[src/rtl/alu_result_stage.sv]
// Gumnut ALU result stage: registers result and Z/C flags from the extension's OPA/OPB/carry.
// Arithmetic/logic ops commit in one cycle; shifts/rotates step one bit per cycle in SHIFT.
module alu_result_stage (
   input  logic       clk_i,
   input  logic       rst_i,
   input  logic       start_i,
   input  logic [3:0] op_i,
   input  logic [7:0] opa_i,
   input  logic [7:0] opb_i,
   input  logic       cin_i,
   input  logic       sub_i,
   input  logic [2:0] count_i,
   output logic [7:0] result_o,
   output logic       z_o,
   output logic       c_o,
   output logic       busy_o,
   output logic       done_o
);

   localparam logic [3:0] OP_ARITH = 4'h0;
   localparam logic [3:0] OP_AND   = 4'h1;
   localparam logic [3:0] OP_OR    = 4'h2;
   localparam logic [3:0] OP_XOR   = 4'h3;
   localparam logic [3:0] OP_MASK  = 4'h4;
   localparam logic [3:0] OP_SHL   = 4'h8;
   localparam logic [3:0] OP_SHR   = 4'h9;
   localparam logic [3:0] OP_ROL   = 4'hA;
   localparam logic [3:0] OP_ROR   = 4'hB;

   typedef enum logic {IDLE, SHIFT} state_t;

   typedef struct packed {
      logic       c;
      logic [7:0] val;
   } step_t;

   state_t     state, state_n;
   logic [7:0] shreg, shreg_n;
   logic [2:0] cnt, cnt_n;
   logic [1:0] sop, sop_n;
   logic       commit, fin;
   logic [7:0] res_v;
   logic       c_v;
   logic [8:0] sum;
   step_t      step;

   // One-bit step; sop is op[1:0]: 0 SHL, 1 SHR, 2 ROL, 3 ROR.
   function automatic step_t shift_step(input logic [1:0] s, input logic [7:0] v);
      step_t r;
      case (s)
         2'd0:    begin r.c = v[7]; r.val = {v[6:0], 1'b0}; end
         2'd1:    begin r.c = v[0]; r.val = {1'b0, v[7:1]}; end
         2'd2:    begin r.c = v[7]; r.val = {v[6:0], v[7]}; end
         default: begin r.c = v[0]; r.val = {v[0], v[7:1]}; end
      endcase
      return r;
   endfunction

   assign sum    = {1'b0, opa_i} + {1'b0, opb_i} + {8'd0, cin_i};
   assign step   = shift_step(sop, shreg);
   assign busy_o = (state == SHIFT);

   always_comb begin
      state_n = state;
      shreg_n = shreg;
      cnt_n   = cnt;
      sop_n   = sop;
      commit  = 1'b0;
      fin     = 1'b0;
      res_v   = result_o;
      c_v     = c_o;
      case (state)
         IDLE: begin
            if (start_i) begin
               fin = 1'b1;
               case (op_i)
                  OP_ARITH: begin commit = 1'b1; res_v = sum[7:0];       c_v = sum[8] ^ sub_i; end
                  OP_AND:   begin commit = 1'b1; res_v = opa_i & opb_i;  c_v = 1'b0; end
                  OP_OR:    begin commit = 1'b1; res_v = opa_i | opb_i;  c_v = 1'b0; end
                  OP_XOR:   begin commit = 1'b1; res_v = opa_i ^ opb_i;  c_v = 1'b0; end
                  OP_MASK:  begin commit = 1'b1; res_v = opa_i & ~opb_i; c_v = 1'b0; end
                  OP_SHL, OP_SHR, OP_ROL, OP_ROR: begin
                     if (count_i == 3'd0) begin
                        commit = 1'b1;
                        res_v  = opa_i;
                        c_v    = 1'b0;
                     end else begin
                        fin     = 1'b0;
                        state_n = SHIFT;
                        shreg_n = opa_i;
                        cnt_n   = count_i;
                        sop_n   = op_i[1:0];
                     end
                  end
                  default: ; // reserved: done pulse only, outputs held
               endcase
            end
         end
         SHIFT: begin
            // start_i is not looked at here, so mid-shift requests are dropped
            shreg_n = step.val;
            cnt_n   = cnt - 3'd1;
            if (cnt == 3'd1) begin
               commit  = 1'b1;
               fin     = 1'b1;
               res_v   = step.val;
               c_v     = step.c;
               state_n = IDLE;
            end
         end
         default: state_n = IDLE;
      endcase
   end

   always_ff @(posedge clk_i) begin
      if (rst_i) begin
         state    <= IDLE;
         shreg    <= 8'h00;
         cnt      <= 3'd0;
         sop      <= 2'd0;
         result_o <= 8'h00;
         z_o      <= 1'b0;
         c_o      <= 1'b0;
         done_o   <= 1'b0;
      end else begin
         state  <= state_n;
         shreg  <= shreg_n;
         cnt    <= cnt_n;
         sop    <= sop_n;
         done_o <= fin;
         if (commit) begin
            result_o <= res_v;
            z_o      <= (res_v == 8'h00);
            c_o      <= c_v;
         end
      end
   end

endmodule

[config.mk]
export PLATFORM = sky130hd
export DESIGN_NAME = alu_result_stage
export DESIGN_NICKNAME = d
export VERILOG_FILES = /design/src/rtl/alu_result_stage.sv
export SDC_FILE = /design/constraint.sdc
export NUM_CORES = 1
export LEC_CHECK = 0
export ABC_CLOCK_PERIOD_IN_PS = 2000
export CORE_ASPECT_RATIO = 0.5
export CORE_MARGIN = 5
export CORE_UTILIZATION = 48
export DETAILED_ROUTE_END_ITERATION = 8
export GPL_ROUTABILITY_DRIVEN = 0
export PLACE_DENSITY = 0.87
export SLEW_MARGIN = 20
export SYNTH_ARGS = -nofsm -noshare
export SYNTH_HDL_FRONTEND = slang
export SYNTH_SLANG_ARGS = --single-unit
export TNS_END_PERCENT = 1
[constraint.sdc]
create_clock -name clk_i -period 2 [get_ports clk_i]
set_input_delay 0.3 -clock clk_i [delete_from_list [all_inputs] [get_ports clk_i]]
set_output_delay 0.3 -clock clk_i [all_outputs]
set_load 0.1 [all_outputs]
==> run_results.csv <==
group,metric,value,unit
run,timing.max_cap.violations,0,
timing,final.min_clock_period,2194,ps
detailed_routing,top_layer_used,"met4",
logic_synthesis,ys.flop_type,"dfxtp_1",
outcome,violations,"negative setup slack",
logic_synthesis,synth.distinct_cells,54,
setup_path,worstSetupStartpoint,"opa_i[6]",
logic_synthesis,syn_avg_cell_area,7.536,sq um
timing,final.setup_skew,5.248,ps
power,combPwrFrac,51.8,%
timing,min_period_over_period,109.7,%
place,dpl_cell_area,3267,sq um
clocking,cts_made_buffers,3,
final_layout,area_delta_synth_final,58.22,%
setup_path,crit_top_cell,"nand4_1",
clocking,clockBufferDepth,2,
setup_path,worstReg2RegStart,"busy_o",
clocking,root_buffer,"clkbuf_8",
power,switching_power,0.7496,mW
setup_path,crit_family,"compound AO/OA/AOI/OAI gates",
final_layout,postLayoutCoreUtil,80.91,%
logic_synthesis,netlist_instances,306,
setup_path,cp-start-kind,"input port",
power,vdd_ir_drop_max,0.3651,mV
clocking,cts_tree,"built",
setup_path,cpPeakStageDelay,490,ps
min_path,min_from,"result_o[0]",
setup_path,setup.worst_path.end_class,"flip-flop",
setup_path,regToRegEndpoint,"z_o",
min_path,hold_path_depth,2,
logic_synthesis,synth_top_area_share,21.70,%
die,die-width,108.0,microns
logic_synthesis,synthTopCellsByArea,"dfxtp_1 (22%), ha_1 (9.2%), o21ai_0 (6.1%)",
timing,slew_headroom,63.33,%
detailed_routing,via_count,3397,
grt,antenna_found_initial,0,
timing,finalHoldViolations,0,
logic_synthesis,synthArstFlopShare,0,%
logic_synthesis,synth-edff-count,0,
final_layout,nNetsFinal,462,
logic_synthesis,yosysMostFrequentCell,"nor2_1",
clocking,clkTransAtPathRegs,90,ps
logic_synthesis,syn_area,2306,sq um
clocking,clk_latency,270,ps
detailed_routing,first_pass_iters,6,
timing,setup-violations-final,7,
clocking,htree_levels,1,
detailed_routing,wl,11920,microns
die,die_y,59.01,microns
logic_synthesis,ys_ff_latch,25,
setup_path,r2r_cells,7,
power,sequentialPowerShare,31.4,%
timing,final.setup.worst_slack,-194.4,ps
final_layout,drive_gt1_share,39.37,%
die,start_util,51.14,%
final_layout,final_cell_area,3649,sq um
timing,maxClockFrequency,455.7,MHz
logic_synthesis,synthTopCellsByCount,"nor2_1 (33), o21ai_0 (28), dfxtp_1 (25), nand2_1 (25), inv_1 (21)",
logic_synthesis,yosysSeqAreaShare,21.70,%
timing,rsz0062_at_grt,"yes",
final_layout,insertedDiodeCount,0,
grt,grt_pass1_vias,3116,
detailed_routing,vias_per_cell,7.077,
detailed_routing,met3WireLength,1972,microns
power,p_leak,1.521,nW
power,power_density,495.2,nW/um^2
die,ios,40,
grt,grt_start_max_net_pins,24,
detailed_routing,wl_met1,4183,microns
grt,grtUsageTotal,33.04,%
timing,worst_pin_slew,544.3,ps
min_path,worstHoldEndpoint,"result_o[0]",
die,die_area,6374,sq um
timing,fin_tns_setup,-588.2,ps
grt,grt_pass1_wl,16260,microns
setup_path,critPathBufInv,2,
detailed_routing,wl_per_cell,24.84,microns
detailed_routing,ant_nets,0,
detailed_routing,drt_iter0_markers,536,
logic_synthesis,yosysTopAreaCell,"dfxtp_1",
power,p_int,1.057,mW
power,p_clk_share,16.8,%
place,hpwlAfterDp,6715,microns
setup_path,path_max_fanout,5,
power,swShare,41.49,%
die,core,4509,sq um
setup_path,critical_path_class,"in -> reg",
logic_synthesis,syn-num-nets,353,
setup_path,critPathArrivalTime,2390,ps
place,pre_cts_slack,-737.8,ps
timing,finalMaxSlewViolations,0,
die,rows,17,
min_path,hp-class,"reg -> reg",
outcome,status,"finished, violations left",
clocking,cts_sinks,25,
grt,overflow,0,
place,port_buffers,39,
setup_path,crit_required,2200,ps
setup_path,r2r_slack,-70,ps
logic_synthesis,yosys_warnings,0,
detailed_routing,met2_length,4651,microns
setup_path,crit_chain,"clkdlybuf4s50_1 -> inv_1 -> ha_4 -> nand2_1 -> o311ai_0 -> o211ai_1 -> nand4_1 -> o21ai_2 -> nand4_1 -> o21ai_1",
detailed_routing,drc,0,
setup_path,slowest_stage,"clkdlybuf4s50_1",
## worst register-to-register path, delay by kind of cell (launching register included)
| family | cells | cell delay, ps |
|---|---|---|
| compound gates | 5 | 1100 |
| flops | 1 | 360 |
| simple gates | 2 | 530 |
## area by class of cell
class	instances	area (sq um)
flip-flops and latches	25	501.7
clock buffers	3	41.29
repair buffers	121	996.0
clock inverters	1	5.005
fillers	233	860.8
well taps	66	82.58
multi-input cells	243	1943
inverters	21	78.83
## placed cells by master (no fill, tap or decap), drive strengths merged, types with 6 or more instances in the layout
cell type | netlist | routed
a211oi | 18 | 18
a21oi | 17 | 17
buf | 9 | 97
clkdlybuf4s50 | 0 | 11
dfxtp | 25 | 25
dlygate4sd2 | 0 | 6
ha | 17 | 17
inv | 21 | 21
mux2i | 12 | 12
nand2 | 25 | 25
nand2b | 6 | 6
nor2 | 34 | 34
nor2b | 8 | 8
nor3 | 9 | 9
o21ai | 30 | 30
## worst max-delay path by stage
stage          cells past startpoint  slack (ps)  endpoint
5_1_grt                           10        -330       z_o
3_5_place_dp                      10        -740       z_o
3_3_place_gp                      11        -600       z_o
6_report                          10        -190       z_o
2_1_floorplan                     10         0.2       z_o
4_1_cts                           10           7       z_o
## stage by stage
| stage | instances | power, mW | hold WS, ps |
|---|---|---|---|
| detailed placement | 470 | 1.292 | 473.3 |
| finish | 480 | 1.807 | 495.7 |
| CTS | 478 | 1.661 | 487.7 |
| global route | 480 | 1.864 | 529.1 |
| global placement | 470 | 1.262 | 461.5 |
| floorplan | 306 | 0.9764 | 483.9 |
## kinds of logic after synthesis
family / count (synthesis) / share of synthesized area, %
flops: 25 / 21.70
xor+xnor: 3 / 1.140
compound gates: 98 / 27.89
fa+ha+maj: 19 / 10.96
buf+inv: 38 / 7.054
simple gates: 108 / 24.58
mux: 15 / 6.674
## per-layer routing
metal | vias to the layer above | track usage [%]
li1 | 1348 | -
met1 | 1499 | 41.51
met2 | 408 | 52.92
met3 | 142 | 7.943
met4 | 0 | 18.35
met5 | - | 0
## state kept, by name, summed over array words and instances, names as in the netlist
name / cells
busy_o: 1
done_o: 1
z_o: 1
sop: 2
c_o: 1
shreg: 8
cnt: 3
result_o: 8
## power groups by stage
stage	Combinational [mW]	Sequential, mW	Clock, mW
after global routing	0.963	0.569	0.333
after floorplan	0.303	0.673	0
final	0.937	0.567	0.303
after global placement	0.693	0.569	0
after detailed placement	0.722	0.571	0
after CTS	0.796	0.560	0.305
## repair_timing
| item | CTS | global route |
|---|---|---|
| setup buffers | 4 | 2 |
| pin swaps | 19 | 20 |
| hold buffers | 0 | 0 |
| cloned | 0 | 0 |
| resized for setup | 64 | 39 |
| endpoints found under the setup margin | 13 | 10 |
Note: power is estimated with default switching activity, not from simulation.
